$ cat config.mk
export PLATFORM = sky130hd
export DESIGN_NAME = mxu_operand_loader
export DESIGN_NICKNAME = d
export VERILOG_FILES = /design/src/rtl/mxu_pkg.sv /design/src/rtl/mxu_watchdog.sv /design/src/rtl/mxu_operand_loader.sv
export SDC_FILE = /design/constraint.sdc
export NUM_CORES = 1
export LEC_CHECK = 0
export BUFFER_PORTS_ARGS = -buffer_cell sky130_fd_sc_hd__buf_2
export CORE_MARGIN = 8
export CORE_UTILIZATION = 35
export CTS_CLUSTER_DIAMETER = 120
export DETAILED_ROUTE_END_ITERATION = 8
export HOLD_SLACK_MARGIN = 0.02
export PLACE_DENSITY = 0.58
export SETUP_SLACK_MARGIN = 0.4
export SLEW_MARGIN = 0
export SYNTH_ARGS = -nofsm -noshare
export SYNTH_HDL_FRONTEND = slang
export SYNTH_HIERARCHICAL = 1
export SYNTH_SLANG_ARGS = --single-unit
export TNS_END_PERCENT = 1
$ cat constraint.sdc
create_clock -name clk -period 4.5 [get_ports clk]
set_clock_uncertainty 0.1 [all_clocks]
set_input_delay 0.45 -clock clk [delete_from_list [all_inputs] [get_ports clk]]
set_output_delay 0.45 -clock clk [all_outputs]
set_load 0.005 [all_outputs]
$ cat src/rtl/mxu_pkg.sv
// Shared types and default geometry for the MXU operand loader.
package mxu_pkg;

  localparam int unsigned MXU_DIM   = 4;
  localparam int unsigned MXU_WIDTH = 8;

  typedef logic [MXU_DIM-1:0][MXU_DIM-1:0][MXU_WIDTH-1:0] matrix_in_t;

  typedef enum logic [1:0] {
    LOAD  = 2'd0,
    ISSUE = 2'd1,
    WAIT  = 2'd2
  } state_t;

endpackage

$ cat src/rtl/mxu_watchdog.sv
// Clearable up-counter; expired flags the last allowed WAIT cycle.
module mxu_watchdog #(
  parameter int unsigned TIMEOUT_CYCLES = 1024
) (
  input  logic clk,
  input  logic reset_n,
  input  logic clr,
  input  logic en,
  output logic expired
);

  localparam int unsigned CW = (TIMEOUT_CYCLES > 2) ? $clog2(TIMEOUT_CYCLES) : 1;

  logic [CW-1:0] count;

  always_ff @(posedge clk or negedge reset_n) begin
    if (!reset_n) begin
      count <= '0;
    end else if (clr) begin
      count <= '0;
    end else if (en) begin
      count <= count + CW'(1);
    end
  end

  assign expired = (count == CW'(TIMEOUT_CYCLES - 1));

endmodule

$ cat src/rtl/mxu_operand_loader.sv
// Assembles A then B (row-major) from an element stream, issues them to the
// multiplier and holds them until finished or the watchdog expires.
module mxu_operand_loader
  import mxu_pkg::*;
#(
  parameter int unsigned DIM            = MXU_DIM,
  parameter int unsigned WIDTH          = MXU_WIDTH,
  parameter int unsigned TIMEOUT_CYCLES = 1024
) (
  input  logic                                 clk,
  input  logic                                 reset_n,
  input  logic [WIDTH-1:0]                     elem_in,
  input  logic                                 elem_valid,
  output logic                                 elem_ready,
  output logic [DIM-1:0][DIM-1:0][WIDTH-1:0]   mxu_in0,
  output logic [DIM-1:0][DIM-1:0][WIDTH-1:0]   mxu_in1,
  output logic                                 mxu_in_valid,
  input  logic                                 mxu_finished,
  output logic                                 busy,
  output logic                                 timeout_err,
  input  logic                                 err_clear,
  output logic [15:0]                          job_count
);

  localparam int unsigned DD    = DIM * DIM;
  localparam int unsigned NELEM = 2 * DD;
  localparam int unsigned IW    = $clog2(NELEM);

  state_t        state;
  logic [IW-1:0] idx;
  logic          hs;
  logic          wd_clr;
  logic          wd_en;
  logic          wd_expired;

  assign hs     = elem_valid && elem_ready;
  assign wd_clr = (state == ISSUE);
  assign wd_en  = (state == WAIT) && !mxu_finished && !wd_expired;

  mxu_watchdog #(
    .TIMEOUT_CYCLES(TIMEOUT_CYCLES)
  ) u_watchdog (
    .clk     (clk),
    .reset_n (reset_n),
    .clr     (wd_clr),
    .en      (wd_en),
    .expired (wd_expired)
  );

  // elem_ready and busy are registered copies of the next state's decode.
  always_ff @(posedge clk or negedge reset_n) begin
    if (!reset_n) begin
      state        <= LOAD;
      idx          <= '0;
      mxu_in0      <= '0;
      mxu_in1      <= '0;
      mxu_in_valid <= 1'b0;
      elem_ready   <= 1'b1;
      busy         <= 1'b0;
      timeout_err  <= 1'b0;
      job_count    <= '0;
    end else begin
      mxu_in_valid <= 1'b0;
      if (err_clear) begin
        timeout_err <= 1'b0;
      end
      case (state)
        LOAD: begin
          if (hs) begin
            for (int unsigned r = 0; r < DIM; r++) begin
              for (int unsigned c = 0; c < DIM; c++) begin
                if (idx == IW'(r * DIM + c)) begin
                  mxu_in0[r][c] <= elem_in;
                end
                if (idx == IW'(DD + r * DIM + c)) begin
                  mxu_in1[r][c] <= elem_in;
                end
              end
            end
            if (idx == IW'(NELEM - 1)) begin
              idx          <= '0;
              state        <= ISSUE;
              mxu_in_valid <= 1'b1;
              elem_ready   <= 1'b0;
              busy         <= 1'b1;
            end else begin
              idx <= idx + IW'(1);
            end
          end
        end
        ISSUE: begin
          state <= WAIT;
        end
        WAIT: begin
          // A finish on the final watchdog cycle wins over the timeout.
          if (mxu_finished) begin
            job_count  <= job_count + 16'd1;
            state      <= LOAD;
            elem_ready <= 1'b1;
            busy       <= 1'b0;
          end else if (wd_expired) begin
            timeout_err <= 1'b1;
            state       <= LOAD;
            elem_ready  <= 1'b1;
            busy        <= 1'b0;
          end
        end
        default: begin
          state      <= LOAD;
          elem_ready <= 1'b1;
          busy       <= 1'b0;
        end
      endcase
    end
  end

endmodule

==> metrics.txt, run 1 <==
status finished clean; die outline height between 150 and 200 um; CP Depth 3; RSZ-0062 raised after global routing no; CTS clk-pin slew, worst paths 60 ps; slew at the pin closest to its max-slew limit 925.8 ps; Initial Utilization 35.64%; EDFF count, synth 0; Worst Setup Path Type flip-flop to flip-flop; I/O Buffers 288; Mapped Area 0.01162 mm^2; fraction of final layout cells sized beyond drive strength 1 between 50% and 60%; WL final 33100 um; final-layout fill cell count approximately 3000; capturing point of the worst reg2reg path mxu_in1[2]$_DFFE_PN0P_; gr usage total between 10% and 20%; die width 198.2 um; CP max FO 14; worst setup path start state[1]$_DFFE_PN0P_; Mapped Nets 806; First-pass DRT Iterations 4; RD Place Congestion 0.7372; worst path buffer plus inverter count 0; Area growth syn-to-layout 25.52%; CP Cell Sequence nand4bb_1 -> or4_1 -> mux2_4; first-pass GRT wire length between 40000 and 50000 um; number of clock sinks roughly 290; r2r startpoint state[1]$_DFFE_PN0P_; clock root buffer clkbuf_16; Post-Syn Instances 785; pwr dens 584.2 mW/mm^2; Max clock buf depth 3; Synth async-reset ratio 100.0%; CTS tree yes; # IOs 289; Yosys reg bits around 290; die area approximately 0.039 mm^2; largest net degree at the start of global routing 110; Worst-Skew Late Latency 500 ps; DRC errors left 0; max incr delay on CP 940 ps; Cell Rows between 60 and 70; routed via count 7340; CP endpoint kind flip-flop; Max Cap Viol 0; leading cell type in the layout, fill and taps excluded dfrtp_1; Yosys cell types 52; Slew HR 38.15%; cts repair resizes 0; final worst path period share 60.78%; post-layout util 44.73%; Final setup violation count 0; VDD IR max 0.2792 mV; antenna violations before repair 1; Worst setup SP type flip-flop; flop-to-flop setup slack 1760 ps; DR iter-0 viols 280; total grt overflow 0; average size of a mapped cell approximately 15 um^2; DRT antenna net count 0; final hold violation count 0; register area share after synthesis 63.08%; most frequent cells in the layout dfrtp_1, buf_2, mux2_2; Leakage Power 7.916 nW; CP top delay family simple AND/OR/NAND/NOR gates; final worst path period need 2735 ps; H-tree levels 2; Synth warnings 6; DR WL/cell 21.48 um; max-slew violation count 0; Required @ worst endpoint about 4800 ps; fmax 0.3656 GHz; Tot Pwr 8.524 mW; slowest CP cell or4_1; total negative slack 0 ps; Antenna Cells 0; total setup buffers inserted after CTS 0; Synth Flop Type dfrtp_1; cts bufs inserted 34; hold crit path type input pin to flip-flop; worst r2r path cells 3; hpwl dp 22570 um; core footprint 0.03262 mm^2; crit path DAT 3020 ps; fin nets about 1100; vias in the first global route between 7000 and 8000; Via-to-Cell Ratio approximately 4.8; Worst Setup EP mxu_in1[2]$_DFFE_PN0P_
through the flow:
| step | worst slack [ps] | cells | hold WS, ps | instance area [um^2] |
|---|---|---|---|---|
| final | 1765 | 1541 | 150.8 | 14590 |
| after detailed placement | 1762 | 1479 | 358.7 | 13490 |
| after global routing | 1611 | 1541 | 154.6 | 14590 |
| after CTS | 1761 | 1541 | 127.2 | 14590 |
| after floorplan | 2234 | 785 | 54.41 | 11620 |
| after global placement | 1812 | 1479 | 356.2 | 13490 |
cell type report:
| cell class | instances | area (um^2) | area share [%] |
|---|---|---|---|
| Sequential cell | 293 | 7333 | 50.26 |
| Multi-Input combinational cell | 438 | 4053 | 27.77 |
| Timing Repair Buffer | 294 | 1514 | 10.38 |
| Clock buffer | 50 | 1002 | 6.868 |
| Tap cell | 442 | 553.0 | 3.790 |
| Clock inverter | 10 | 83.83 | 0.5745 |
| Inverter | 14 | 52.55 | 0.3601 |
sequential cells by signal (all words and copies together), names as in the netlist:
name,flops
mxu_in0,128
mxu_in1,128
job_count,16
u_watchdog/count,10
idx,5
state,2
busy,1
elem_ready,1
mxu_in_valid,1
timeout_err,1
per-layer routing:
layer  GRT usage, %  part of all wire [%]  vias up
met1          21.28                    43     3785
met2          27.81                    49      193
li1               -                     -     3321
met4          3.844                   1.7        2
met5              0                 0.036        -
met3          4.278                   6.8       39
cells in the mapped netlist, types with 2 or more instances:
| cell | number | area (um^2) |
|---|---|---|
| nor3_2 | 2 | 20.02 |
| xnor2_1 | 10 | 87.58 |
| o31ai_1 | 2 | 15.01 |
| clkbuf_1 | 25 | 93.84 |
| mux2_1 | 2 | 22.52 |
| or4_1 | 4 | 30.03 |
| mux2_4 | 16 | 240.2 |
| dfrtp_1 | 292 | 7307 |
| nand2_1 | 59 | 221.5 |
| nand3_1 | 13 | 65.06 |
| nand4b_1 | 2 | 17.52 |
| inv_1 | 13 | 48.80 |
| a21oi_1 | 7 | 35.03 |
| or3_1 | 4 | 25.02 |
| nor3_1 | 4 | 20.02 |
| nand4_1 | 2 | 12.51 |
| nand2_2 | 3 | 18.77 |
| nor4_1 | 2 | 12.51 |
| buf_6 | 3 | 33.78 |
| nor4_4 | 2 | 42.54 |
| and2_1 | 3 | 18.77 |
| buf_2 | 7 | 35.03 |
| nor2_1 | 16 | 60.06 |
| mux2i_1 | 3 | 30.03 |
| nor2_2 | 3 | 18.77 |
| and3_1 | 3 | 18.77 |
| buf_4 | 3 | 22.52 |
| buf_1 | 2 | 7.510 |
| ha_1 | 8 | 100.1 |
| o21ai_0 | 6 | 30.03 |
| xor2_1 | 9 | 78.83 |
| nand2b_1 | 4 | 25.02 |
| or4_4 | 2 | 22.52 |
| mux2_2 | 231 | 2601 |
cell families (layout without fill, tap and decap cells):
kind of cell | Yosys count | after routing | synth area share (%)
compound gates | 20 | 20 | 1.195
fa+ha+maj | 8 | 8 | 0.8611
xor+xnor | 19 | 19 | 1.431
buf+inv | 54 | 368 | 2.110
flops | 293 | 293 | 63.08
simple gates | 139 | 139 | 6.426
mux | 252 | 252 | 24.90
timing repair:
item                                    CTS  global route
hold buffers                              2             0
endpoints found under the setup margin    0             0
endpoints found under the hold margin   106             0
worst min-delay path by stage:
| stage | cells after the start | from | to |
|---|---|---|---|
| 2_1_floorplan | 0 | reset_n | busy$_DFFE_PN0P_ |
| 3_5_place_dp | 2 | mxu_in1[120]$_DFFE_PN0P_ | mxu_in1[120]$_DFFE_PN0P_ |
| 3_3_place_gp | 2 | mxu_in1[125]$_DFFE_PN0P_ | mxu_in1[125]$_DFFE_PN0P_ |
| 6_report | 2 | mxu_finished | timeout_err$_DFF_PN0_ |
| 4_1_cts | 2 | mxu_finished | timeout_err$_DFF_PN0_ |
| 5_1_grt | 2 | mxu_finished | timeout_err$_DFF_PN0_ |
report_power, final:
group | switching (mW) | internal, mW | leakage, nW
logic | 0.955 | 1.10 | 3.46
registers | 0.443 | 3.36 | 3.93
clock network | 1.06 | 1.60 | 0.534
total | 2.46 | 6.06 | 7.92
worst reg2reg max path, stage by stage (launching register included):
cell,delay (ps)
dfrtp_1,520
nand4bb_1,680
or4_1,950
mux2_4,380
No activity file was read; power rests on OpenSTA's default activity.
==> inputs of run 2 (changes only) <==
--- a/config.mk
+++ b/config.mk
@@ -5,13 +5,14 @@
 export SDC_FILE = /design/constraint.sdc
 export NUM_CORES = 1
 export LEC_CHECK = 0
+export ABC_AREA = 1
 export BUFFER_PORTS_ARGS = -buffer_cell sky130_fd_sc_hd__buf_2
 export CORE_MARGIN = 8
 export CORE_UTILIZATION = 35
 export CTS_CLUSTER_DIAMETER = 120
 export DETAILED_ROUTE_END_ITERATION = 8
 export HOLD_SLACK_MARGIN = 0.02
-export PLACE_DENSITY = 0.58
+export PLACE_DENSITY = 0.6
 export SETUP_SLACK_MARGIN = 0.4
 export SLEW_MARGIN = 0
 export SYNTH_ARGS = -nofsm -noshare
==> constraint.sdc (replaced) <==
create_clock -name clk -period 2.33 [get_ports clk]
set_clock_uncertainty 0.1 [all_clocks]
set_input_delay 0.233 -clock clk [delete_from_list [all_inputs] [get_ports clk]]
set_output_delay 0.233 -clock clk [all_outputs]
set_load 0.005 [all_outputs]
==> run 2 against run 1 <==
Effect of this change:
- design area grew 1.1%
- die area grew 0.26%
- largest cell class unchanged
- power grew 120%
- critical path depth grew 11
- synthesized area grew 0.28%
- core utilization shrank 0.28 points
- global-route usage grew 0.93 points
- largest power group unchanged
- final cell count grew 23%
- wire length grew 4.6%
- via count grew 20%
- first-iteration DRC count grew 81%
- register-to-register slack lost 1400 ps
==> metrics.txt, run 2 <==
status finished clean (unchanged); fmax 0.5104 GHz (was 0.3656 GHz); GRT met1 Usage 22.23% (was 21.28%); final-layout fill cell count 3234 (was 3031); Worst Hold Depth 5 (was 2); Final setup violation count 0 (unchanged); met3 Use GR 5.431% (was 4.278%); top-count cell post-synth nand2_1 (was dfrtp_1); Via-to-Cell Ratio 4.637 (was 4.763); Post-DP Area 0.01349 mm^2 (about the same); EDFF count, synth 0 (unchanged); CP max FO 7 (was 14); RSZ-0062 raised after global routing yes (was no); DRC errors left 0 (unchanged); Synth area leaders dfrtp_1, nand2_1, o21ai_2, o21ai_1, o21ai_0 (was dfrtp_1, mux2_2, mux2_4, nand2_1, ha_1); VDD IR max 0.7084 mV (was 0.2792 mV); number of clock sinks 293 (unchanged); most frequent cells in the layout nand2_1, dfrtp_1, buf_2 (was dfrtp_1, buf_2, mux2_2); pwr dens 1271 mW/mm^2 (was 584.2 mW/mm^2); die width 198.5 um (was 198.2 um); Required @ worst endpoint 2620 ps (was 4780 ps); fin nets 1441 (was 1096); fraction of final layout cells sized beyond drive strength 1 32.76% (was 55.51%); Leakage Power 7.907 nW (was 7.916 nW); slowest CP cell dfrtp_1 (was or4_1); DRT antenna net count 0 (unchanged); max-slew violation count 0 (unchanged); Mapped Area 0.01166 mm^2 (was 0.01162 mm^2); Worst-Skew Late Latency 500 ps (about the same); final instance area 0.01476 mm^2 (was 0.01459 mm^2); # IOs 289 (unchanged); H-tree levels 2 (unchanged); first-pass GRT wire length 53630 um (was 49720 um); Synth top area share 62.68% (was 62.86%); Max clock buf depth 3 (unchanged); slew at the pin closest to its max-slew limit 711.1 ps (was 925.8 ps); antenna violations before repair 0 (was 1); Cell Rows 67 (was 66); final worst path period need 1959 ps (was 2735 ps); final worst path period share 84.09% (was 60.78%); DR WL/cell 18.30 um (was 21.48 um); WL final 34630 um (was 33100 um); total grt overflow 0 (unchanged); average size of a mapped cell 10.35 um^2 (was 14.81 um^2); Mapped Nets 1147 (was 806); core footprint 0.03320 mm^2 (was 0.03262 mm^2); Worst setup SP type flip-flop (unchanged); cts bufs inserted 35 (was 34); cell taking the most area after synthesis dfrtp_1 (unchanged); die area 0.03940 mm^2 (was 0.03930 mm^2); Area growth syn-to-layout 26.59% (was 25.52%); vias in the first global route 8980 (was 7677); Worst Setup Path Type flip-flop to flip-flop (unchanged); gr usage total 17.52% (was 16.59%); worst r2r path cells 14 (was 3); hpwl dp 24210 um (was 22570 um); clock root buffer clkbuf_16 (unchanged); Max Cap Viol 0 (unchanged); final hold violation count 0 (unchanged); routed via count 8773 (was 7340); Slew HR 52.30% (was 38.15%); Largest regs mxu_in0 (128), mxu_in1 (128), job_count (16) (unchanged); Synth async-reset ratio 100.0% (unchanged); total negative slack 0 ps (unchanged); I/O Buffers 288 (unchanged); global route hottest layer met2 (unchanged); Yosys cell types 32 (was 52); cell repeated most along the worst path nand3_1; RD Place Congestion 0.8285 (was 0.7372); max incr delay on CP 400 ps (was 940 ps); Post-Syn Instances 1126 (was 785); First-pass DRT Iterations 5 (was 4); Synth warnings 6 (unchanged); crit path DAT 2250 ps (was 3020 ps); register area share after synthesis 62.91% (was 63.08%); hold crit path type input pin to flip-flop (unchanged); CTS clk-pin slew, worst paths 60 ps (about the same); Initial Utilization 35.12% (was 35.64%); CTS tree yes (unchanged); Antenna Cells 0 (unchanged); CP Cell Sequence ha_2 -> nand3_1 -> nor2_2 -> and3_1 -> inv_1 -> nand3_2 -> inv_2 -> inv_2 -> nand2_2 -> nand3_1 -> nand2_2 -> nand3_1 -> nand2_1 -> inv_1 (was nand4bb_1 -> or4_1 -> mux2_4); met2 Resource Use GR 28.00% (was 27.81%); Synth Flop Type dfrtp_1 (unchanged); Synth top cells by count nand2_1, dfrtp_1, o21ai_1 (was dfrtp_1, mux2_2, nand2_1); CP endpoint kind flip-flop (unchanged); Yosys reg bits 293 (unchanged); die outline height 198.5 um (was 198.2 um); DR iter-0 viols 508 (was 280); leading cell type in the layout, fill and taps excluded nand2_1 (was dfrtp_1); largest net degree at the start of global routing 78 (was 110)
-- run 2: cell count changes after synthesis, moves of 16 or more --
cell,change
mux2_2,-231
inv_1,+36
nand2_1,+268
o21ai_0,+91
o21ai_2,+64
nor2_1,+31
nand2_4,+20
o21ai_1,+103
mux2_4,-16
buf_6,+18
-- run 2: kinds of logic after synthesis --
logic type	synth area share, %
buffers and inverters	5.313
XOR/XNOR	0.8264
flip-flops	62.91
adder cells (fa/ha/maj)	0.8587
AO/OA/AOI/OAI	13.92
AND/OR/NAND/NOR	16.17
-- run 2: timing repair --
item,CTS,global route
hold buffers,3,0
setup endpoints to repair,28,123
gates resized for setup,6,2
endpoints found under the hold margin,90,0
setup buffers,3,1
pin swaps,0,1
-- run 2: metrics by stage --
stage | std cells | total power [mW] | hold slack, ps | setup slack [ps] | utilization [%]
global route | 1892 | 20.04 | 100.4 | 205.2 | 44.45
floorplan | 1126 | 10.52 | -162.6 | 462.9 | -
detailed placement | 1824 | 13.43 | 122.4 | 268.2 | 40.65
finish | 1892 | 18.76 | 64.04 | 370.7 | 44.45
global placement | 1824 | 13.27 | 125.1 | 307.6 | 40.65
CTS | 1891 | 19.06 | 40.54 | 371.7 | 44.41
-- run 2: layer usage --
metal	vias up	wire (um)
li1	4250	-
met1	4191	14670
met2	262	15940
met3	70	2802
met4	0	1215
met5	-	0
-- run 2: final timing paths --
kind	from	to	slack (ps)
setup / recovery	u_watchdog/count[0]$_DFFE_PN0P_	u_watchdog/count[6]$_DFFE_PN0P_	370
hold / removal	elem_valid	mxu_in_valid$_DFF_PN0_	60
setup reg to reg	u_watchdog/count[0]$_DFFE_PN0P_	u_watchdog/count[6]$_DFFE_PN0P_	370
hold reg to reg	busy$_DFFE_PN0P_	busy$_DFFE_PN0P_	370
max in group asynchronous	reset_n	mxu_in1[94]$_DFFE_PN0P_	1130
min in group asynchronous	reset_n	mxu_in0[113]$_DFFE_PN0P_	180
-- run 2: worst max-delay path: cells and delay by family, from the launching register on --
kind	cells	cell delay, ps
flip-flops	1	400
buffers and inverters	4	270
AND/OR/NAND/NOR	9	860
adder cells (fa/ha/maj)	1	220
-- run 2: cell type report --
cell class	count	area [um^2]	share of cell area, %
Clock inverter	8	100.1	0.6783
Timing Repair Buffer	317	1768	11.98
Sequential cell	293	7333	49.69
Clock buffer	53	1076	7.292
Tap cell	448	560.5	3.799
Inverter	51	191.4	1.297
Multi-Input combinational cell	722	3727	25.26
-- run 2: power by group --
group          switching, mW  internal, mW
combinational           2.81          2.31
sequential              1.19          6.96
clock                   2.09          3.41
